--- src/rtl/pc_sequencer_pkg.sv ---
// Shared types and constants for the fetch PC sequencer.
package pc_sequencer_pkg;

  localparam int XLEN = 32;
  localparam logic [XLEN-1:0] PC_STEP = 32'd4;

  typedef enum logic [1:0] {
    ST_BOOT,
    ST_RUN,
    ST_WAIT_IMEM,
    ST_REDIR_PEND
  } pc_state_t;

  // Instruction fetch is word-addressed; the low two bits are dropped.
  function automatic logic [XLEN-1:0] align_word(input logic [XLEN-1:0] addr);
    return {addr[XLEN-1:2], 2'b00};
  endfunction

endpackage

--- src/rtl/pc_sequencer_if.sv ---
// Fetch-control bundle between the PC sequencer and the IF stage, hazard unit and branch unit.
interface pc_sequencer_if;
  import pc_sequencer_pkg::*;

  logic            IMEM_BUSYWAIT;
  logic            DMEM_BUSYWAIT;
  logic            LOAD_USE_STALL;
  logic            REDIRECT;
  logic [XLEN-1:0] REDIRECT_TARGET;
  logic [XLEN-1:0] PC;
  logic            IMEM_READ;
  logic            FETCH_VALID;
  logic            PIPE_STALL;
  logic            IF_ID_FLUSH;
  logic            ID_EX_FLUSH;
  logic            MISALIGN_ERR;
  pc_state_t       state;

  // No valid/ready pairs here: every input is a level sampled each cycle and
  // every output is a per-cycle qualifier; REDIRECT is accepted the cycle it is high.
  modport master (
    input  IMEM_BUSYWAIT, DMEM_BUSYWAIT, LOAD_USE_STALL, REDIRECT, REDIRECT_TARGET,
    output PC, IMEM_READ, FETCH_VALID, PIPE_STALL, IF_ID_FLUSH, ID_EX_FLUSH,
           MISALIGN_ERR, state
  );

  modport slave (
    output IMEM_BUSYWAIT, DMEM_BUSYWAIT, LOAD_USE_STALL, REDIRECT, REDIRECT_TARGET,
    input  PC, IMEM_READ, FETCH_VALID, PIPE_STALL, IF_ID_FLUSH, ID_EX_FLUSH,
           MISALIGN_ERR, state
  );

endinterface

--- src/rtl/pc_sequencer_pc_reg.sv ---
// Fetch PC register: loads RESET_VECTOR on reset, otherwise holds unless hold is low.
module pc_sequencer_pc_reg
  import pc_sequencer_pkg::*;
#(
  parameter logic [XLEN-1:0] RESET_VECTOR = 32'h0000_0000
) (
  input  logic            CLOCK,
  input  logic            RESET,
  input  logic            hold,
  input  logic [XLEN-1:0] pc_next,
  output logic [XLEN-1:0] pc
);

  always_ff @(posedge CLOCK) begin
    if (RESET)      pc <= RESET_VECTOR;
    else if (!hold) pc <= pc_next;
  end

endmodule

--- src/rtl/pc_sequencer.sv ---
// Fetch PC sequencer: next-PC selection, redirect/stall arbitration and IF/ID, ID/EX flush control.
module pc_sequencer
  import pc_sequencer_pkg::*;
#(
  parameter logic [XLEN-1:0] RESET_VECTOR = 32'h0000_0000,
  parameter int              BOOT_CYCLES  = 2
) (
  input  logic           CLOCK,
  input  logic           RESET,
  pc_sequencer_if.master bus
);

  pc_state_t       state, state_next;
  logic [3:0]      boot_cnt;
  logic [XLEN-1:0] pending, pending_next;
  logic [XLEN-1:0] pc, pc_next, redir_tgt;
  logic            pc_load, imem_read, if_flush, ex_flush, misalign, redir_mis;

  assign redir_tgt = align_word(bus.REDIRECT_TARGET);
  assign redir_mis = |bus.REDIRECT_TARGET[1:0];

  always_comb begin
    state_next   = state;
    pending_next = pending;
    pc_load      = 1'b0;
    pc_next      = pc + PC_STEP;
    imem_read    = 1'b0;
    if_flush     = 1'b0;
    ex_flush     = 1'b0;
    misalign     = 1'b0;
    case (state)
      ST_BOOT: begin
        if_flush = 1'b1;
        ex_flush = 1'b1;
        if (boot_cnt == 4'(BOOT_CYCLES - 1)) state_next = ST_RUN;
      end
      ST_RUN, ST_WAIT_IMEM: begin
        imem_read = 1'b1;
        if (bus.DMEM_BUSYWAIT) begin
          // Frozen pipeline: a redirect is remembered but the flush waits for REDIR_PEND.
          if (bus.REDIRECT) begin
            pending_next = redir_tgt;
            misalign     = redir_mis;
            state_next   = ST_REDIR_PEND;
          end
        end else if (bus.REDIRECT) begin
          if_flush = 1'b1;
          ex_flush = 1'b1;
          misalign = redir_mis;
          if (state == ST_RUN && !bus.IMEM_BUSYWAIT) begin
            pc_load = 1'b1;
            pc_next = redir_tgt;
          end else begin
            pending_next = redir_tgt;
            state_next   = ST_REDIR_PEND;
          end
        end else if (state == ST_WAIT_IMEM) begin
          if (!bus.IMEM_BUSYWAIT) begin
            state_next = ST_RUN;
            if (bus.LOAD_USE_STALL) ex_flush = 1'b1;
            else                    pc_load  = 1'b1;
          end
        end else if (bus.LOAD_USE_STALL) begin
          ex_flush = 1'b1;
        end else if (bus.IMEM_BUSYWAIT) begin
          state_next = ST_WAIT_IMEM;
        end else begin
          pc_load = 1'b1;
        end
      end
      ST_REDIR_PEND: begin
        if_flush = 1'b1;
        if (bus.REDIRECT) begin
          pending_next = redir_tgt;
          misalign     = redir_mis;
          ex_flush     = 1'b1;
        end
        if (!bus.IMEM_BUSYWAIT && !bus.DMEM_BUSYWAIT) begin
          pc_load    = 1'b1;
          pc_next    = bus.REDIRECT ? redir_tgt : pending;
          state_next = ST_RUN;
        end
      end
    endcase
    if (RESET) begin
      pc_load   = 1'b0;
      imem_read = 1'b0;
      if_flush  = 1'b1;
      ex_flush  = 1'b1;
      misalign  = 1'b0;
    end
  end

  always_ff @(posedge CLOCK) begin
    if (RESET) begin
      state    <= ST_BOOT;
      boot_cnt <= '0;
      pending  <= '0;
    end else begin
      state    <= state_next;
      pending  <= pending_next;
      boot_cnt <= (state == ST_BOOT && state_next == ST_BOOT) ? boot_cnt + 4'd1 : '0;
    end
  end

  pc_sequencer_pc_reg #(.RESET_VECTOR(RESET_VECTOR)) u_pc_reg (
    .CLOCK   (CLOCK),
    .RESET   (RESET),
    .hold    (!pc_load),
    .pc_next (pc_next),
    .pc      (pc)
  );

  assign bus.PC           = pc;
  assign bus.IMEM_READ    = imem_read;
  assign bus.FETCH_VALID  = imem_read && !bus.IMEM_BUSYWAIT && !if_flush;
  assign bus.PIPE_STALL   = !pc_load;
  assign bus.IF_ID_FLUSH  = if_flush;
  assign bus.ID_EX_FLUSH  = ex_flush;
  assign bus.MISALIGN_ERR = misalign;
  assign bus.state        = state;

endmodule

--- src/flat_wrapper.sv ---
// flat-port wrapper written by rule: the top's interface ports become plain ports
module pc_sequencer_flat import pc_sequencer_pkg::*;
#(
  parameter logic [XLEN-1:0] RESET_VECTOR = 32'h0000_0000,
  parameter int              BOOT_CYCLES  = 2
)
  (CLOCK, RESET, bus_IMEM_BUSYWAIT, bus_DMEM_BUSYWAIT, bus_LOAD_USE_STALL, bus_REDIRECT, bus_REDIRECT_TARGET, bus_PC, bus_IMEM_READ, bus_FETCH_VALID, bus_PIPE_STALL, bus_IF_ID_FLUSH, bus_ID_EX_FLUSH, bus_MISALIGN_ERR, bus_state);
  pc_sequencer_if bus_i ();
  input  logic CLOCK;
  input  logic RESET;
  input wire logic [$bits(bus_i.IMEM_BUSYWAIT)-1:0] bus_IMEM_BUSYWAIT;
  input wire logic [$bits(bus_i.DMEM_BUSYWAIT)-1:0] bus_DMEM_BUSYWAIT;
  input wire logic [$bits(bus_i.LOAD_USE_STALL)-1:0] bus_LOAD_USE_STALL;
  input wire logic [$bits(bus_i.REDIRECT)-1:0] bus_REDIRECT;
  input wire logic [$bits(bus_i.REDIRECT_TARGET)-1:0] bus_REDIRECT_TARGET;
  output wire logic [$bits(bus_i.PC)-1:0] bus_PC;
  output wire logic [$bits(bus_i.IMEM_READ)-1:0] bus_IMEM_READ;
  output wire logic [$bits(bus_i.FETCH_VALID)-1:0] bus_FETCH_VALID;
  output wire logic [$bits(bus_i.PIPE_STALL)-1:0] bus_PIPE_STALL;
  output wire logic [$bits(bus_i.IF_ID_FLUSH)-1:0] bus_IF_ID_FLUSH;
  output wire logic [$bits(bus_i.ID_EX_FLUSH)-1:0] bus_ID_EX_FLUSH;
  output wire logic [$bits(bus_i.MISALIGN_ERR)-1:0] bus_MISALIGN_ERR;
  output wire logic [$bits(bus_i.state)-1:0] bus_state;
  assign bus_i.IMEM_BUSYWAIT = bus_IMEM_BUSYWAIT;
  assign bus_i.DMEM_BUSYWAIT = bus_DMEM_BUSYWAIT;
  assign bus_i.LOAD_USE_STALL = bus_LOAD_USE_STALL;
  assign bus_i.REDIRECT = bus_REDIRECT;
  assign bus_i.REDIRECT_TARGET = bus_REDIRECT_TARGET;
  assign bus_PC = bus_i.PC;
  assign bus_IMEM_READ = bus_i.IMEM_READ;
  assign bus_FETCH_VALID = bus_i.FETCH_VALID;
  assign bus_PIPE_STALL = bus_i.PIPE_STALL;
  assign bus_IF_ID_FLUSH = bus_i.IF_ID_FLUSH;
  assign bus_ID_EX_FLUSH = bus_i.ID_EX_FLUSH;
  assign bus_MISALIGN_ERR = bus_i.MISALIGN_ERR;
  assign bus_state = bus_i.state;
  pc_sequencer #(.RESET_VECTOR(RESET_VECTOR), .BOOT_CYCLES(BOOT_CYCLES)) u_core (.CLOCK(CLOCK), .RESET(RESET), .bus(bus_i));
endmodule
--- config.mk ---
export PLATFORM = sky130hd
export DESIGN_NAME = pc_sequencer_flat
export DESIGN_NICKNAME = d
export VERILOG_FILES = /design/src/rtl/pc_sequencer_pkg.sv /design/src/rtl/pc_sequencer_if.sv /design/src/rtl/pc_sequencer_pc_reg.sv /design/src/rtl/pc_sequencer.sv /design/src/flat_wrapper.sv
export SDC_FILE = /design/constraint.sdc
export NUM_CORES = 1
export LEC_CHECK = 0
export BUFFER_PORTS_ARGS = -buffer_cell sky130_fd_sc_hd__buf_4
export CAP_MARGIN = 25
export CELL_PAD_IN_SITES_DETAIL_PLACEMENT = 2
export CELL_PAD_IN_SITES_GLOBAL_PLACEMENT = 2
export CORE_ASPECT_RATIO = 1.75
export CORE_MARGIN = 1.5
export CORE_UTILIZATION = 35
export DETAILED_ROUTE_END_ITERATION = 16
export PLACE_DENSITY = 0.82
export SLEW_MARGIN = 20
export SYNTH_ARGS = -nofsm -noshare
export SYNTH_HDL_FRONTEND = slang
export SYNTH_SLANG_ARGS = --single-unit
--- constraint.sdc ---
create_clock -name CLOCK -period 7.4 [get_ports CLOCK]
set_clock_uncertainty 0.15 [all_clocks]
set_input_delay 1.11 -clock CLOCK [delete_from_list [all_inputs] [get_ports CLOCK]]
set_output_delay 1.11 -clock CLOCK [all_outputs]
set_load 0.01 [all_outputs]
==> results.md, run 1 <==
* Synth Warn # at 0
* Area after DPL at 4511 µm²
* WP data arrival at 3000 ps
* Worst Path Required at 6140 ps
* RSZ-0062 raised after global routing: false
* Register area at 1401 µm²
* DIE AREA at 11680 µm²
* Total gr overflow at 0
* RR Startpoint: u_core.bus.state[1]
* Max Fclk at 234.8 MHz
* Leading cell types by total area after synthesis: dfxtp_1, mux2i_1, nor2_1
* Sequential area share after synthesis at 36.34%
* Hpwl dp at 9.812 mm
* CTS Root Cell: clkbuf_16
* WHS Path Cells at 1
* Critical hold path startpoint: u_core.pending[1]
* Pleak at 0.001842 µW
* R2R setup slack at 3700 ps
* Measured slew at the worst slew-check pin at 898.6 ps
* Post-synthesis net count at 497
* Post-synth EDFFs at 0
* Maximum Capacitance Violations at 0
* Period minus WS final at 4258 ps
* Postcts setup bufs at 0
* CP startpoint kind: flip-flop
* Die Span Y at 141.9 µm
* Vias in the first global route at 4365
* Clk pin slew, worst setup/hold paths at 60 ps
* Hold EP: u_core.pending[1]
* Antenna violations before repair at 0
* Routed WL at 14.00 mm
* Core area at 10700 µm²
* Post-Syn Instances at 451
* Leading area contributor after synthesis: dfxtp_1
* Largest net degree at the start of global routing at 44
* Hold Path Class: flip-flop to flip-flop
* Setup_tns at 0 ps
* First DRT Iteration DRCs at 128
* Post-synth ARST share at 0%
* Fillcell total at 1173
* Unique masters post-synth at 61
* Post-cts resize count at 0
* Synth top area share at 36.34%
* Port bufs at 77
* Crit path capture type: output pin
* Via count at 3946
* Final Instance Area at 4841 µm²
* Fraction of final layout cells sized beyond drive strength 1 at 21.28%
* Max_slew headroom at 39.54%
* Crit Path Class: flip-flop to output pin
* ANT nets after route at 0
* Top FF cell, synth: dfxtp_1
* Setup violators final at 0
* Max Slew Vio Count at 0
* Part of the cycle the worst path needs at 57.54%
* Hold-fix buffers, CTS at 0
* Clk buf depth at 2
* Register bit total from synthesis at 70
* Area growth from synthesis to layout at 25.54%
* Fin nets at 558
* Worst IR drop on VDD at 0.0001333 V
* Pwr per Cell Area at 251.6 nW/µm²
* Initial DRT Pass Iterations at 4
* H-Tree Depth at 3
* ANT cells at 0
* WL/cell at 21.64 µm
* Final Hold Fails at 0
* Die W at 82.35 µm
* Multi-input logic area at 2287 µm²
* Site Rows at 50
* Worst-case reg-to-reg path depth at 7
* Synthesized cell area at 3856 µm²
* Reg-to-reg endpoint: u_core.u_pc_reg.pc[28]
* Clock Sinks at 70
* Routability-driven placement congestion ratio at 0.8595
* Via density at 6.099
* CP max FO at 26
* Drc violations at 0
* Avg Cell Area, Syn at 8.550 µm²
* Global-route wire length before repair at 22.57 mm
* Outcome: completed
* Clk_lat worst skew at 340 ps
* Clock buffer count from CTS at 9
* Initial Util at 36.05%
* Top-Level Pins at 78
* Gr usage total at 25.38%
* CTS tree: built
cell usage in the layout (no fill, tap or decap), types with 6 or more instances in the layout:
cell / count
buf_4: 81
dfxtp_1: 70
nor2_1: 58
mux2i_1: 34
o21ai_0: 33
a22oi_1: 24
nand2_1: 19
a22o_1: 18
nand3_1: 16
inv_1: 15
o31ai_1: 12
a21oi_1: 9
nor3_1: 9
clkbuf_16: 9
ha_1: 8
nand4_1: 7
nor2b_1: 6
nand2b_1: 6
synth_stat cells, drive strengths merged, types with 3 or more instances:
library cell / count
clkbuf: 23
nand2b: 7
nor4: 5
nor2b: 6
o21a: 3
ha: 8
nand3b: 3
mux2i: 34
inv: 15
and2: 3
a222oi: 4
a221oi: 3
and3: 4
nand2: 19
o2bb2ai: 4
dfxtp: 70
a21oi: 9
nor2: 58
a21o: 4
o31ai: 12
buf: 8
nand4: 9
nor3b: 4
a22oi: 24
a22o: 18
o21ai: 33
o41ai: 4
nor3: 9
nand3: 16
worst max-delay path, stage by stage, from the launching register on:
cell and delay, ps:
dfxtp_1 470, inv_1 150, ha_1 570, nor3b_1 340, a32oi_1 190, nor2_1 130, buf_4 320, inv_1 260
buf_4 210
metal layers:
| layer | up-vias | track usage, % | share of wire [%] |
|---|---|---|---|
| met2 | 88 | 46.43 | 55 |
| met1 | 2011 | 26.53 | 38 |
| li1 | 1812 | - | - |
| met4 | 0 | 12.40 | 3.7 |
| met3 | 35 | 4.695 | 3.4 |
| met5 | - | 0 | 0 |
layout make-up:
type,instances,share of cell area (%)
repair buffers,81,12.56
well taps,130,3.360
clock inverters,5,1.706
multi-input cells,335,47.25
flip-flops and latches,70,28.95
inverters,15,1.163
clock buffers,11,5.014
per-stage QoR:
stage | total power (µW) | setup WS, ps | utilization, % | instances | hold WS, ps
2_1_floorplan | 644.9 | 4045 | - | 451 | 290.2
5_1_grt | 1273 | 2924 | 45.25 | 647 | 358.5
6_report | 1218 | 3142 | 45.25 | 647 | 329.3
3_5_place_dp | 751.3 | 3485 | 42.16 | 631 | 322.7
3_3_place_gp | 733.5 | 3597 | 42.16 | 631 | 309.9
4_1_cts | 1229 | 3150 | 45.20 | 647 | 331.1
cells by family after synthesis:
group                    Yosys count  share of synthesized area [%]
AND/OR/NAND/NOR                  155                          21.25
AO/OA/AOI/OAI                    136                          25.67
flip-flops                        70                          36.34
buffers and inverters             46                          4.867
multiplexers                      34                          8.826
adder cells (fa/ha/maj)            8                          2.596
XOR/XNOR                           2                         0.4543
worst max-delay path by stage:
stage	startpoint	end	slack [ps]	depth (start not counted)
floorplan	bus_IMEM_BUSYWAIT	bus_PIPE_STALL	4050	6
global placement	RESET	bus_PIPE_STALL	3600	7
detailed placement	RESET	bus_PIPE_STALL	3480	7
CTS	u_core.bus.state[1]	bus_PIPE_STALL	3150	8
global route	u_core.bus.state[1]	bus_PIPE_STALL	2920	8
finish	u_core.bus.state[1]	bus_PIPE_STALL	3140	8
sequential cells by signal (all words and copies together) (netlist names):
name and cells:
u_core.boot_cnt 4, u_core.bus.state 2, u_core.u_pc_reg.pc 32, u_core.pending 32
power by group:
| part | leakage [µW] | internal (µW) | switching (µW) | total (µW) |
|---|---|---|---|---|
| Clock | 0.000160 | 305 | 169 | 474 |
| Combinational | 0.00112 | 123 | 186 | 309 |
| Sequential | 0.000566 | 411 | 23.6 | 435 |
(Power assumes the default switching activity.)
==> inputs of run 2 (changes only) <==
ABC_AREA = 1   (was default)
CORE_UTILIZATION = 30   (was 35)
PLACE_DENSITY = 0.77   (was 0.82)
clock period = 4.1 ns   (was 7.4 ns; I/O delays follow)
==> run 2 against run 1 <==
Compared with the run above:
- highest routed layer unchanged
- count of clock-buffer cells in the layout increased by 1
- final cell count is 54% higher
- global-route usage fell by 2.0 points
==> results.md, run 2 <==
* Post-Synth Adder-Cell Area at 2.112% (-0.48 points)
* Most frequent cells in the layout: nand2_1, nor2_1, buf_4
* Post-synth EDFFs at 0 (unchanged)
* Hpwl dp at 14.44 mm (+47%)
* Reg-to-reg endpoint: u_core.u_pc_reg.pc[4]
* Avg Cell Area, Syn at 6.319 µm² (-26%)
* Measured slew at the worst slew-check pin at 777.1 ps (-121.5 ps)
* Largest family of logic cells by synthesized area: simple AND/OR/NAND/NOR gates
* Worst Path Required at 3340 ps (-2800 ps)
* Routability-driven placement congestion ratio at 0.8522 (-0.85%)
* DIE AREA at 16590 µm² (+42%)
* WL/cell at 19.02 µm (-12%)
* Initial DRT Pass Iterations at 4 (unchanged)
* R2R setup slack at 1400 ps (-2300 ps)
* ANT cells at 0 (unchanged)
* Outcome: completed
* Sequential area share after synthesis at 29.57% (-6.8 points)
* Leading cell types by total area after synthesis: dfxtp_1, nand2_1, nor2_1
* Worst path max stage delay at 440 ps (-130 ps)
* Biggest regs: u_core.pending x32, u_core.u_pc_reg.pc x32, u_core.boot_cnt x4
* ANT nets after route at 0 (unchanged)
* Die Span Y at 169.3 µm (+19%)
* Clk pin slew, worst setup/hold paths at 60 ps (about the same)
* Gr usage total at 23.43% (-2.0 points)
* Synth Area in Simple Gates at 35.82% (+15 points)
* Final Instance Area at 5707 µm² (+18%)
* Part of the cycle the worst path needs at 74.76%
* Hold EP: u_core.pending[0]
* Post-synthesis net count at 796 (+60%)
* Max Slew Vio Count at 0 (unchanged)
* Via count at 5314 (+35%)
* Worst IR drop on VDD at 0.0002108 V (+58%)
* Crit-path cells: inv_1, ha_1, inv_2, nor2_4, nand3_1, nand3_1, nand2_2, buf_4
* H-Tree Depth at 3 (unchanged)
* WHS Path Cells at 2 (+1)
* Routed WL at 19.00 mm (+36%)
* Unique masters post-synth at 36 (-41%)
* Worst-case reg-to-reg path depth at 10 (+3)
* Pwr per Cell Area at 434.7 nW/µm² (+73%)
* Synth Warn # at 0 (unchanged)
* Antenna violations before repair at 0 (unchanged)
* CP max FO at 9 (-65%)
* Critical hold path startpoint: u_core.pending[0]
* Die W at 98.02 µm (+19%)
* Core area at 15390 µm² (+44%)
* Final core occ at 37.08% (-8.2 points)
* Hold-fix buffers, CTS at 0 (unchanged)
* Total gr overflow at 0 (unchanged)
* Max_slew headroom at 47.79% (+8.3 points)
* Postcts setup bufs at 0 (unchanged)
* Initial Util at 30.80% (-5.3 points)
* Maximum Capacitance Violations at 0 (unchanged)
* Clk buf depth at 2 (unchanged)
* Drc violations at 0 (unchanged)
* Leading area contributor after synthesis: dfxtp_1
* Fraction of final layout cells sized beyond drive strength 1 at 17.84% (-3.4 points)
* Via density at 5.319 (-13%)
* Top FF cell, synth: dfxtp_1
* Largest net degree at the start of global routing at 59 (+34%)
* Register bit total from synthesis at 70 (unchanged)
* Site Rows at 60 (+20%)
* Clk_lat worst skew at 330 ps (about the same)
* Pleak at 0.002378 µW (+29%)
* Port bufs at 77 (unchanged)
* Vias in the first global route at 5796 (+33%)
* Global-route wire length before repair at 30.62 mm (+36%)
* Period minus WS final at 3065 ps
* Clock buffer count from CTS at 9 (unchanged)
* Area after DPL at 5398 µm² (+20%)
* Fin nets at 855 (+53%)
* Most common library cell in the layout ignoring fill and taps: nand2_1
* Synthesized cell area at 4740 µm² (+23%)
* Crit path capture type: output pin
* CTS tree: built
* Max Fclk at 326.3 MHz
* Tot Pwr at 2480 µW (+100%)
* Crit Path Class: flip-flop to output pin
* Post-cts resize count at 0 (unchanged)
* Final Hold Fails at 0 (unchanged)
* WP data arrival at 2300 ps (-700 ps)
* Top-Level Pins at 78 (unchanged)
* Synth top area share at 29.57% (-6.8 points)
* First DRT Iteration DRCs at 170 (+33%)
* Cell with the most instances after synthesis: nand2_1
* Setup_tns at 0 ps (unchanged)
* Crit path max-delay cell type: dfxtp_1
* Area growth from synthesis to layout at 20.41%
* Most frequent CP cell: nand3_1
* Hold Path Class: flip-flop to flip-flop
* Post-synthesis xor/xnor area fraction at 1.478% (+1.0 points)
* Post-synth ARST share at 0% (unchanged)
* Clock Sinks at 70 (unchanged)
* Post-synthesis mux area share at 0% (-8.8 points)
* Setup violators final at 0 (unchanged)
* CP startpoint kind: flip-flop
* Synth Area in Compound Gates at 21.12% (-4.5 points)
* Commonest cells post-synth: nand2_1, nor2_1, dfxtp_1, inv_1, a21oi_1
* RSZ-0062 raised after global routing: false
* CTS Root Cell: clkbuf_16
* RR Startpoint: u_core.bus.state[1]
* Post-Syn Instances at 750 (+66%)
==> run 2: through the flow <==
step	setup slack, ps	std cells	hold WS, ps
global placement	1195	983	303.9
floorplan	1759	750	283.0
global route	882.3	999	341.5
finish	1035	999	321.4
detailed placement	1112	984	308.0
CTS	1018	999	323.6
==> run 2: metal layers <==
| layer | vias up | track usage, % | share of wire (%) |
|---|---|---|---|
| met4 | 0 | 10.12 | 3.7 |
| met3 | 37 | 3.007 | 2.7 |
| li1 | 2558 | - | - |
| met2 | 96 | 45.16 | 55 |
| met1 | 2623 | 25.01 | 39 |
| met5 | - | 0 | 0 |
==> run 2: how the worst max path moves through the flow <==
stage	to	startpoint
global route	bus_PIPE_STALL	u_core.bus.state[1]
CTS	bus_PIPE_STALL	u_core.bus.state[1]
detailed placement	bus_PIPE_STALL	bus_REDIRECT
global placement	bus_PIPE_STALL	bus_REDIRECT
floorplan	bus_FETCH_VALID	u_core.bus.state[1]
finish	bus_PIPE_STALL	u_core.bus.state[1]
==> run 2: cells by family after synthesis <==
kind of cell | count (synthesis)
flops | 70
compound gates | 152
buf+inv | 107
simple gates | 405
fa+ha+maj | 8
xor+xnor | 8
==> run 2: worst max-delay path: cells and delay by family (launching register included) <==
kind	cells	cell delay (ps)
buffers and inverters	3	440
AND/OR/NAND/NOR	4	640
adder cells (fa/ha/maj)	1	420
flip-flops	1	440
==> run 2: layout make-up <==
class / instances / area (µm²)
inverter: 75 / 286.5
timing repair buffer: 80 / 608.1
sequential: 70 / 1401
clock buffer: 12 / 266.5
clock inverter: 3 / 42.54
tap: 186 / 232.7
fill: 1930 / 9683
multi-input combinational: 573 / 2869
==> run 2: report_power, final <==
part / leakage (µW) / switching (µW) / internal, µW
clock network: 0.000151 / 306 / 517
logic: 0.00166 / 546 / 267
registers: 0.000569 / 49.6 / 795
total: 0.00238 / 902 / 1580
==> inputs of run 3 (changes only) <==
CORE_UTILIZATION = 27   (was 30)
PLACE_DENSITY = 0.73   (was 0.77)
clock period = 2.7 ns   (was 4.1 ns; I/O delays follow)
==> run 3 against run 2 <==
Compared with the run above:
- count of clock-buffer cells in the layout is the same
- sequential power is 53% higher
- sequential share of layout area down 0.60 points
- total power up 53%
- global-route usage is 1.9 points lower
- routed wire length down 1.2%
- final cell count up 5.3%
- core utilization shrank 2.7 points
- worst setup slack got worse by 840 ps
- critical path type unchanged
- register-to-register slack got worse by 1100 ps
- clock power up 49%
- via count decreased by 0.23%
- largest power group unchanged
==> results.md, run 3 (synthesized netlist as in run 2, its figures left out) <==
* Biggest regs: u_core.pending x32, u_core.u_pc_reg.pc x32, u_core.boot_cnt x4
* Outcome: completed
* Period minus WS final at 2502 ps
* Comb pwr share at 33.6% (+0.8 points)
* WL/cell at 17.85 µm (-6.1%)
* Wire length on met2 at 10.35 mm (-0.86%)
* Top Metal Used: met4
* Pwr per Cell Area at 648.7 nW/µm² (+49%)
* Global-route wire length before repair at 30.36 mm (-0.83%)
* Max_slew headroom at 39.17% (-8.6 points)
* Fillcell total at 2165 (+12%)
* Routed met1 length at 7.580 mm (+3.0%)
* Worst Path Required at 2140 ps (-1200 ps)
* Setup_tns at 0 ps (unchanged)
* CP Launch Point: u_core.bus.state[0]
* Crit-path cells: inv_2, ha_4, inv_2, nor2_4, nand2_2, nand3_1, nand2_2, buf_4
* CP max FO at 8 (-1)
* Fraction of final layout cells sized beyond drive strength 1 at 19.15% (+1.3 points)
* Clock Power Share at 32.5% (-0.7 points)
* Max Slew Vio Count at 0 (unchanged)
* Fin nets at 866 (+1.3%)
* Final Hold Fails at 0 (unchanged)
* CP startpoint kind: flip-flop
* Crit path capture type: output pin
* Clk buf depth at 2 (unchanged)
* Largest net degree at the start of global routing at 55 (-6.8%)
* Die Span Y at 178.3 µm (+5.3%)
* Via count at 5302 (-0.23%)
* Met3 wire length at 286 µm (-43%)
* Hold Path Class: input pin to flip-flop
* Port bufs at 77 (unchanged)
* CP delay by family, top: simple AND/OR/NAND/NOR gates
* Via density at 5.040 (-5.3%)
* Site Rows at 63 (+5.0%)
* Max Fclk at 399.7 MHz
* Total gr overflow at 0 (unchanged)
* Part of the cycle the worst path needs at 92.67%
* Worst path max stage delay at 410 ps (-30 ps)
* Die W at 103.2 µm (+5.2%)
* ANT nets after route at 0 (unchanged)
* Stages on the worst setup path at 8 (unchanged)
* WP data arrival at 1950 ps (-350 ps)
* Routability-driven placement congestion ratio at 0.8693 (+2.0%)
* P_sw at 1384 µW (+53%)
* RSZ-0062 raised after global routing: false
* First DRT Iteration DRCs at 136 (-20%)
* Worst IR drop on VDD at 0.0004630 V (+120%)
* Reg-to-reg endpoint: u_core.pending[15]
* Initial DRT Pass Iterations at 4 (unchanged)
* Most common library cell in the layout ignoring fill and taps: nand2_1
* Buf+Inv Stages, Crit Path at 3 (unchanged)
* Maximum Capacitance Violations at 0 (unchanged)
* Crit Path Class: flip-flop to output pin
* DIE AREA at 18390 µm² (+11%)
* Measured slew at the worst slew-check pin at 905.5 ps (+128.4 ps)
* Sw frac at 36.47% (+0.11 points)
* Core area at 17030 µm² (+11%)
* CTS tree: built
* Setup violators final at 0 (unchanged)
* Area growth from synthesis to layout at 23.44%
* Drc violations at 0 (unchanged)
* Clk_lat worst skew at 340 ps (about the same)
* Clock buffer count from CTS at 9 (unchanged)
* Tot Pwr at 3796 µW (+53%)
* Worst-case reg-to-reg path depth at 8 (-2)
* Pleak at 0.002435 µW (+2.4%)
* Clk pin slew, worst setup/hold paths at 60 ps (about the same)
* R2R setup slack at 330 ps (-1070 ps)
* Initial Util at 27.84% (-3.0 points)
* WHS Path Cells at 3 (+1)
* Routed WL at 18.78 mm (-1.2%)
* Most frequent cells in the layout: nand2_1, nor2_1, buf_4
* ANT cells at 0 (unchanged)
* Top-Level Pins at 78 (unchanged)
* Vias in the first global route at 5872 (+1.3%)
* Clock Sinks at 70 (unchanged)
* Critical Path End: bus_PIPE_STALL
* Share of power burned in registers at 33.9% (about the same)
* RR Startpoint: u_core.bus.state[0]
* Antenna violations before repair at 0 (unchanged)
* CTS Root Cell: clkbuf_16
* P_int at 2411 µW (+53%)
* Crit path max-delay cell type: dfxtp_1
* Gr usage total at 21.57% (-1.9 points)
* H-Tree Depth at 3 (unchanged)
* Hpwl dp at 14.67 mm (+1.6%)
run 3: cell types whose count changed in the layout (fill, tap and decap cells not counted):
cell and delta:
buf_8 -1, clkinv_2 +2, inv_2 +1, ha_1 -1
buf_4 +11, clkbuf_1 +1, clkinvlp_4 -1, clkbuf_8 -1
inv_1 -1, buf_12 +1, ha_4 +1
run 3: worst min path at each step:
stage / from / endpoint / slack, ps
3_5_place_dp: u_core.pending[0] / u_core.pending[0] / 310
4_1_cts: bus_REDIRECT_TARGET[19] / u_core.pending[19] / 220
5_1_grt: bus_REDIRECT_TARGET[19] / u_core.pending[19] / 230
6_report: bus_REDIRECT_TARGET[31] / u_core.pending[31] / 220
2_1_floorplan: u_core.pending[0] / u_core.pending[0] / 280
3_3_place_gp: u_core.pending[21] / u_core.pending[21] / 300
run 3: timing repair:
| item | 4_1_cts | 5_1_grt |
|---|---|---|
| hold buffers | 0 | 0 |
| setup endpoints to repair | 0 | 4 |
| gates resized for setup | 0 | 2 |
| setup buffers | 0 | 0 |
run 3: power by group through the flow:
stage	combinational, µW	sequential, µW	clock [µW]
4_1_cts	1280	1290	1270
5_1_grt	1430	1310	1300
3_5_place_dp	1270	1310	0
3_3_place_gp	1200	1290	0
6_report	1280	1290	1230
2_1_floorplan	917	1290	0
run 3: layout make-up:
type	count	area, µm²	area share [%]
inverters	75	286.5	4.897
well taps	227	284.0	4.855
clock inverters	4	45.04	0.7699
multi-input cells	573	2882	49.25
flip-flops and latches	70	1401	23.95
repair buffers	91	695.7	11.89
clock buffers	12	256.5	4.384
run 3: per-stage QoR:
step	worst slack [ps]	hold WS, ps	cells	utilization, %	area (µm²)
2_1_floorplan	568.9	283.0	750	-	4740
3_3_place_gp	381.1	303.9	1036	32.52	5537
3_5_place_dp	198.6	307.7	1036	32.52	5537
4_1_cts	43.61	217.8	1052	34.29	5838
5_1_grt	39.45	230.4	1052	34.36	5851
6_report	197.9	224.2	1052	34.36	5851
run 3: tightest hold or removal path, cell delays in order:
cell and delay, ps:
buf_4 90, nor2_1 40, a211oi_2 120
run 3: routing by layer:
metal	up-vias	track usage [%]
li1	2584	-
met1	2626	23.73
met4	0	8.446
met2	67	40.84
met5	-	0
met3	25	2.469
